<file path="src/rtl/timing_sequence_gen.sv">
// rtl/timing_sequence_gen.sv - parametrised controller sequence counter with one-hot timing decode
// Tracks completed sequences, auto-wrap pulse, saturate parking and sticky illegal-load flag.
module timing_sequence_gen #(
  parameter int unsigned CNT_WIDTH     = 4,
  parameter int unsigned LAST_STATE    = 15,
  parameter int unsigned SATURATE      = 0,
  parameter int unsigned SEQ_CNT_WIDTH = 16
) (
  input  logic                        clk_controller,
  input  logic                        rst_controller,
  input  logic                        inc_controller_counter,
  input  logic                        clr_controller_counter,
  input  logic                        hold_controller_counter,
  input  logic                        load_controller_counter,
  input  logic [CNT_WIDTH-1:0]        load_value,
  output logic [CNT_WIDTH-1:0]        state_counter,
  output logic [(1<<CNT_WIDTH)-1:0]   timing_signals,
  output logic                        seq_wrap,
  output logic                        seq_done,
  output logic [SEQ_CNT_WIDTH-1:0]    cycle_count,
  output logic                        illegal_load
);

  localparam logic [CNT_WIDTH-1:0] LAST = CNT_WIDTH'(LAST_STATE);

  logic [CNT_WIDTH-1:0]     state_q, state_d;
  logic                     wrap_q, wrap_d;
  logic [SEQ_CNT_WIDTH-1:0] cycle_q, cycle_d;
  logic                     illegal_q, illegal_d;

  always_ff @(posedge clk_controller) begin
    if (rst_controller) begin
      state_q   <= '0;
      wrap_q    <= 1'b0;
      cycle_q   <= '0;
      illegal_q <= 1'b0;
    end else begin
      state_q   <= state_d;
      wrap_q    <= wrap_d;
      cycle_q   <= cycle_d;
      illegal_q <= illegal_d;
    end
  end

  // Priority: clear, load, hold, terminal-state handling, increment.
  always_comb begin
    state_d   = state_q;
    wrap_d    = wrap_q;
    cycle_d   = cycle_q;
    illegal_d = illegal_q;
    if (clr_controller_counter) begin
      state_d   = '0;
      cycle_d   = cycle_q + SEQ_CNT_WIDTH'(1);
      illegal_d = 1'b0;
      wrap_d    = 1'b0;
    end else if (load_controller_counter) begin
      wrap_d = 1'b0;
      if (load_value <= LAST) begin
        state_d = load_value;
      end else begin
        illegal_d = 1'b1;
      end
    end else if (!hold_controller_counter) begin
      wrap_d = 1'b0;
      if (state_q == LAST) begin
        if (SATURATE == 0) begin
          state_d = '0;
          cycle_d = cycle_q + SEQ_CNT_WIDTH'(1);
          wrap_d  = 1'b1;
        end
      end else if (inc_controller_counter) begin
        state_d = state_q + CNT_WIDTH'(1);
      end
    end
  end

  always_comb begin
    timing_signals          = '0;
    timing_signals[state_q] = 1'b1;
  end

  assign state_counter = state_q;
  assign seq_wrap      = wrap_q;
  assign seq_done      = (SATURATE != 0) && (state_q == LAST);
  assign cycle_count   = cycle_q;
  assign illegal_load  = illegal_q;

endmodule

</file>
<file path="config.mk">
export PLATFORM = sky130hd
export DESIGN_NAME = timing_sequence_gen
export DESIGN_NICKNAME = d
export VERILOG_FILES = /design/src/rtl/timing_sequence_gen.sv
export SDC_FILE = /design/constraint.sdc
export NUM_CORES = 1
export LEC_CHECK = 0
export CAP_MARGIN = 20
export CORE_ASPECT_RATIO = 1.5
export CORE_MARGIN = 5
export CORE_UTILIZATION = 35
export CTS_CLUSTER_DIAMETER = 200
export CTS_CLUSTER_SIZE = 28
export DETAILED_ROUTE_END_ITERATION = 10
export PLACE_DENSITY = 0.63
export SYNTH_ARGS = -nofsm -noshare
export SYNTH_HDL_FRONTEND = slang
export SYNTH_SLANG_ARGS = --single-unit
</file>
<file path="constraint.sdc">
create_clock -name clk_controller -period 3.1 [get_ports clk_controller]
set_input_delay 0.775 -clock clk_controller [delete_from_list [all_inputs] [get_ports clk_controller]]
set_output_delay 0.775 -clock clk_controller [all_outputs]
set_load 0.01 [all_outputs]
</file>
==> results.toml, run 1 <==
[floorplanning]
core_area_mm2 = 0.00345
fp.dieH_um = 83.7
die_w_um = 59.2
start_util = 0.368
num_rows = 26
io_pins = 49
die-area_mm2 = 0.00495

[power]
power_frac_seq = 0.524
ir_drop_v = 0.000165
p_sw_frac = 0.251
power_density_mw_per_mm2 = 300
combPwrFrac = 0.147
p_sw_mw = 0.137
power_mw = 0.544
cellLeakagePower_nw = 0.630
internal-power_mw = 0.407
clockPowerShare = 0.329

[setup_path]
cp-endpoint = "timing_signals[15]"
arrival_ps = 1850
cp_cell_sequence = "ha_1 -> and3_1 -> clkdlybuf4s50_1"
rrSetupSlack_ps = 1030
cp-end-kind = "output pin"
worstSetupStartpointType = "register"
crit_slowest_cell = "clkdlybuf4s50_1"
critPathMaxStageDelay_ps = 540
crit_type = "register to output pin"
crit_family = "buffers and inverters"
r2r-start = "state_counter[0]"
r2r-end = "cycle_count[11]"
path_max_fanout = 8
reg2reg_depth = 6
cp_num_buf_inv = 1
crit_path_start = "state_counter[0]"
critPathRequiredTime_ps = 2320
critical_path_cell_count = 3

[synthesis]
synth_xor_area_frac = 0.0207
yosysWarnings = 0
synth_compound_area_frac = 0.200
yosys.cell_types.count = 41
synth_top_family_by_area = "simple AND/OR/NAND/NOR gates"
synth.area.mux_share = 0.0247
syn-cell-area_mm2 = 0.00127
yosysSeqAreaShare = 0.331
netlist.area_leader.share = 0.331
synth_simple_gate_area_frac = 0.310
synth_area_leaders = "dfxtp_1, a21oi_1, and2_1"
ys_ff_latch = 21
yosys.area_share.adder = 0.0493
synth_largest_area_cell = "dfxtp_1"
synth_flop_cell = "dfxtp_1"
async_reset_ff_frac = 0
syn_avg_cell_area_um2 = 8.13
synthCells = 156
synth-edff-count = 0

[sta]
hold_viol = 0
post-route-period-util = 0.848
fmax_ghz = 0.381
setup_viol = 0
post-route-min-period_ps = 2630
final-max-slew-violation-count = 0
setup_tns_ps = 0
hold_slack_ps = 481
rsz0062_at_grt = "false"
finalClockSkew_ps = 7.11
worst_slack_ps = 473

[final_layout]
fin_util = 0.525
antennaDiodeCount = 0
syn2layout_area_growth_pct = 42.7
multi_input_area_um2 = 774
fin_cells = 243
regArea_um2 = 420
final_cell_area_mm2 = 0.00181
fin_nets = 217
fill_cells = 361
drive_above_1_share = 0.0647

[clock_tree]
cts_setup_buffers = 0
postCtsHoldBufs = 0
clock_path_buffers = 2
cts_root_buf = "clkbuf_8"
cts_max_level = 1
cts-resized-gates = 0
cts_made_buffers = 3
clk_latency_ps = 260
cts_sinks = 21
cts_tree = "yes"
clk_pin_slew_ps = 70

[route]
viasPerCell = 5.54
first_iter_violations = 29
first_pass_iters = 4
dr_total_vias = 1346
routedWlPerCell_um = 15.0
route.detailed.drc = 0
antenna_left = 0
routed_wl_um = 3640

[grt]
grtUsageTotal = 0.158
antenna_found_initial = 0
grt_max_degree = 24
first_global_vias = 1382
overflow = 0
grt_pass1_wl_um = 6350

[placement]
hpwl_um = 2930
place_inst = 239
portBuffers = 46
placed_cell_area_mm2 = 0.00176
place_congestion = 0.850
pre_cts_ws_ps = 557

[run]
cap_viol_max_count = 0

[outcome]
outcome = "complete, no violations"

[worst_hold_path]
min_path_type = "register to register"
registers in the layout (all words and copies together) (netlist names):
signal / count
state_counter: 4
cycle_count: 16
seq_wrap: 1
routing by layer:
metal | track usage | vias up | share of wire
met3 | 0.0588 | 6 | 0.097
met1 | 0.166 | 627 | 0.37
met2 | 0.279 | 56 | 0.52
met5 | 0 | - | 0
met4 | 0.0515 | 0 | 0.0099
li1 | - | 657 | -
cells in the mapped netlist (4+ instances only):
cell,n
a21oi_1,17
and2_1,12
and3_1,5
clkbuf_1,4
dfxtp_1,21
ha_1,5
inv_1,9
nand2_1,5
nand3_1,6
nor2_1,8
o21ai_0,7
o31ai_1,8
or4_1,9
cells in the final DEF, fill, tap and decap left out, types with 2 or more instances in the layout:
cell / synthesis / layout
a2111oi_0: 2 / 2
a21oi_1: 17 / 17
and2_1: 12 / 12
and3_1: 5 / 5
buf_4: 2 / 3
clkbuf_8: 0 / 3
clkdlybuf4s50_1: 0 / 46
conb_1: 1 / 2
dfxtp_1: 21 / 21
ha_1: 5 / 5
inv_1: 9 / 9
mux2i_1: 2 / 2
nand2_1: 5 / 5
nand3_1: 6 / 6
nand4_1: 3 / 3
nand4b_1: 3 / 3
nor2_1: 8 / 8
nor2b_1: 2 / 2
o21ai_0: 7 / 7
o31ai_1: 8 / 8
or3_1: 2 / 2
or4_1: 9 / 9
xnor2_1: 3 / 3
final cells by class:
class                      count  area share
inverter                       9      0.0187
multi-input combinational    118       0.428
sequential                    21       0.232
timing repair buffer          49       0.267
clock inverter                 1     0.00276
tap                           42      0.0290
clock buffer                   3      0.0228
worst min path at each step:
stage                     from         endpoint  slack, ps  depth (start not counted)
3_5_place_dp   cycle_count[15]  cycle_count[15]        470                          2
6_report       cycle_count[15]  cycle_count[15]        480                          2
5_1_grt        cycle_count[12]  cycle_count[12]        530                          2
3_3_place_gp   cycle_count[15]  cycle_count[15]        470                          2
4_1_cts        cycle_count[15]  cycle_count[15]        490                          2
2_1_floorplan         seq_wrap         seq_wrap        500                          2
worst min-delay path, cell delays in order, from the launching register on:
cell     delay (ps)
dfxtp_1         320
o31ai_1          60
a21oi_1          50
cell families after synthesis:
logic type	after synthesis
buf+inv	18
other cells	1
fa+ha+maj	5
compound gates	41
flops	21
mux	3
simple gates	64
xor+xnor	3
power groups by stage:
stage	Combinational, mW	Sequential (mW)	Clock [mW]
after global placement	0.0790	0.291	0
after floorplan	0.0373	0.290	0
final	0.0800	0.285	0.179
after global routing	0.0878	0.286	0.196
after CTS	0.0805	0.285	0.186
after detailed placement	0.0803	0.291	0
(Power assumes the default switching activity.)
==> inputs of run 2 (changes only) <==
clock period = 2.6 ns   (was 3.1 ns; I/O delays follow)
==> results.toml, run 2 (synthesized netlist as in run 1, its figures left out) <==
[setup_path]
crit_type = "register to output pin"
rrSetupSlack_ps = 590
critPathRequiredTime_ps = 1950
r2r-start = "state_counter[0]"
path_max_fanout = 8
worstSetupStartpointType = "register"
cp-end-kind = "output pin"
r2r-end = "cycle_count[11]"
reg2reg_depth = 6
arrival_ps = 1810

[power]
combPwrFrac = 0.149
power_density_mw_per_mm2 = 355
p_sw_frac = 0.252
internal-power_mw = 0.486
cellLeakagePower_nw = 0.638
clockPowerShare = 0.328
p_sw_mw = 0.164
ir_drop_v = 0.000206
power_frac_seq = 0.522

[final_layout]
drive_above_1_share = 0.0743
layout_commonest_cell = "clkdlybuf4s50_1"
largest_reg_flops = 16
antennaDiodeCount = 0
fill_cells = 357
syn2layout_area_growth_pct = 44.5
layout_common_cells = "clkdlybuf4s50_1, dfxtp_1, a21oi_1, and2_1"
fin_nets = 218

[clock_tree]
clk_latency_ps = 260
cts_root_buf = "clkbuf_8"
clock_path_buffers = 2
cts_tree = "yes"
cts_made_buffers = 3
cts_sinks = 21
cts_max_level = 1
cts_setup_buffers = 0
clk_pin_slew_ps = 70

[placement]
portBuffers = 46
hpwl_um = 2910
place_congestion = 0.858

[grt]
overflow = 0
grt_pass1_wl_um = 6260
antenna_found_initial = 0
grt_max_degree = 24
grtUsageTotal = 0.156
first_global_vias = 1419

[sta]
final-max-slew-violation-count = 0
hold_slack_ps = 487
fmax_ghz = 0.406
post-route-period-util = 0.946
setup_viol = 0
finalClockSkew_ps = 8.73
hold_viol = 0
post-route-min-period_ps = 2460
rsz0062_at_grt = "false"
setup_tns_ps = 0

[floorplanning]
core_area_mm2 = 0.00345
die_w_um = 59.2
die-area_mm2 = 0.00495
fp.dieH_um = 83.7
num_rows = 26
start_util = 0.368
io_pins = 49

[worst_hold_path]
hold_path.startpoint = "cycle_count[15]"
hold_depth = 2
min_path_type = "register to register"
holdPathEnd = "cycle_count[15]"

[route]
antenna_left = 0
first_iter_violations = 25
routed_wl_um = 3680
dr_total_vias = 1335
route.detailed.drc = 0
routedWlPerCell_um = 15.1
first_pass_iters = 4
viasPerCell = 5.47

[run]
cap_viol_max_count = 0

[outcome]
outcome = "complete, no violations"
[run 2: through the flow]
stage                     utilization  power [mW]  std cells  setup WS, ps  cell area, um^2
final                           0.532       0.650        244           139             1830
after global routing            0.532       0.684        244          18.5             1830
after CTS                       0.531       0.659        244          90.8             1830
after detailed placement        0.517       0.444        240           184             1780
after global placement          0.517       0.442        240           233             1780
after floorplan                     -       0.390        157           754             1270
[run 2: area by class of cell]
type / count / area [um^2] / share of cell area
Sequential cell: 21 / 420 / 0.229
Inverter: 9 / 33.8 / 0.0184
Timing Repair Buffer: 50 / 503 / 0.274
Tap cell: 42 / 52.6 / 0.0287
Multi-Input combinational cell: 118 / 777 / 0.424
Clock inverter: 1 / 5.00 / 0.00273
Clock buffer: 3 / 41.3 / 0.0225
[run 2: critical path: stages (launching register included)]
cell             delay, ps
dfxtp_1                490
ha_2                   310
and3_1                 200
clkdlybuf4s50_1        550
[run 2: worst max-delay path by stage]
stage / startpoint / end / slack, ps / cells after the start
6_report: state_counter[0] / timing_signals[15] / 140 / 3
5_1_grt: state_counter[0] / timing_signals[15] / 20 / 3
4_1_cts: state_counter[0] / timing_signals[15] / 90 / 3
3_5_place_dp: hold_controller_counter / cycle_count[11] / 180 / 6
3_3_place_gp: hold_controller_counter / cycle_count[11] / 230 / 6
2_1_floorplan: state_counter[0] / cycle_count[10] / 750 / 6
[run 2: timing repair]
action	CTS	global route
resized for setup	0	1
hold buffers	0	0
endpoints found under the setup margin	0	1
[run 2: routing by layer]
metal	track usage	up-vias	wire length [um]
met5	0	-	0
met4	0.0495	0	36
met3	0.0650	4	351
met2	0.284	45	1930
met1	0.151	628	1370
li1	-	658	-
[run 2: power groups by stage]
stage	logic [mW]	clock network [mW]	registers (mW)
4_1_cts	0.0982	0.222	0.339
5_1_grt	0.107	0.236	0.341
6_report	0.0971	0.213	0.339
2_1_floorplan	0.0445	0	0.346
3_3_place_gp	0.0954	0	0.347
3_5_place_dp	0.0976	0	0.347
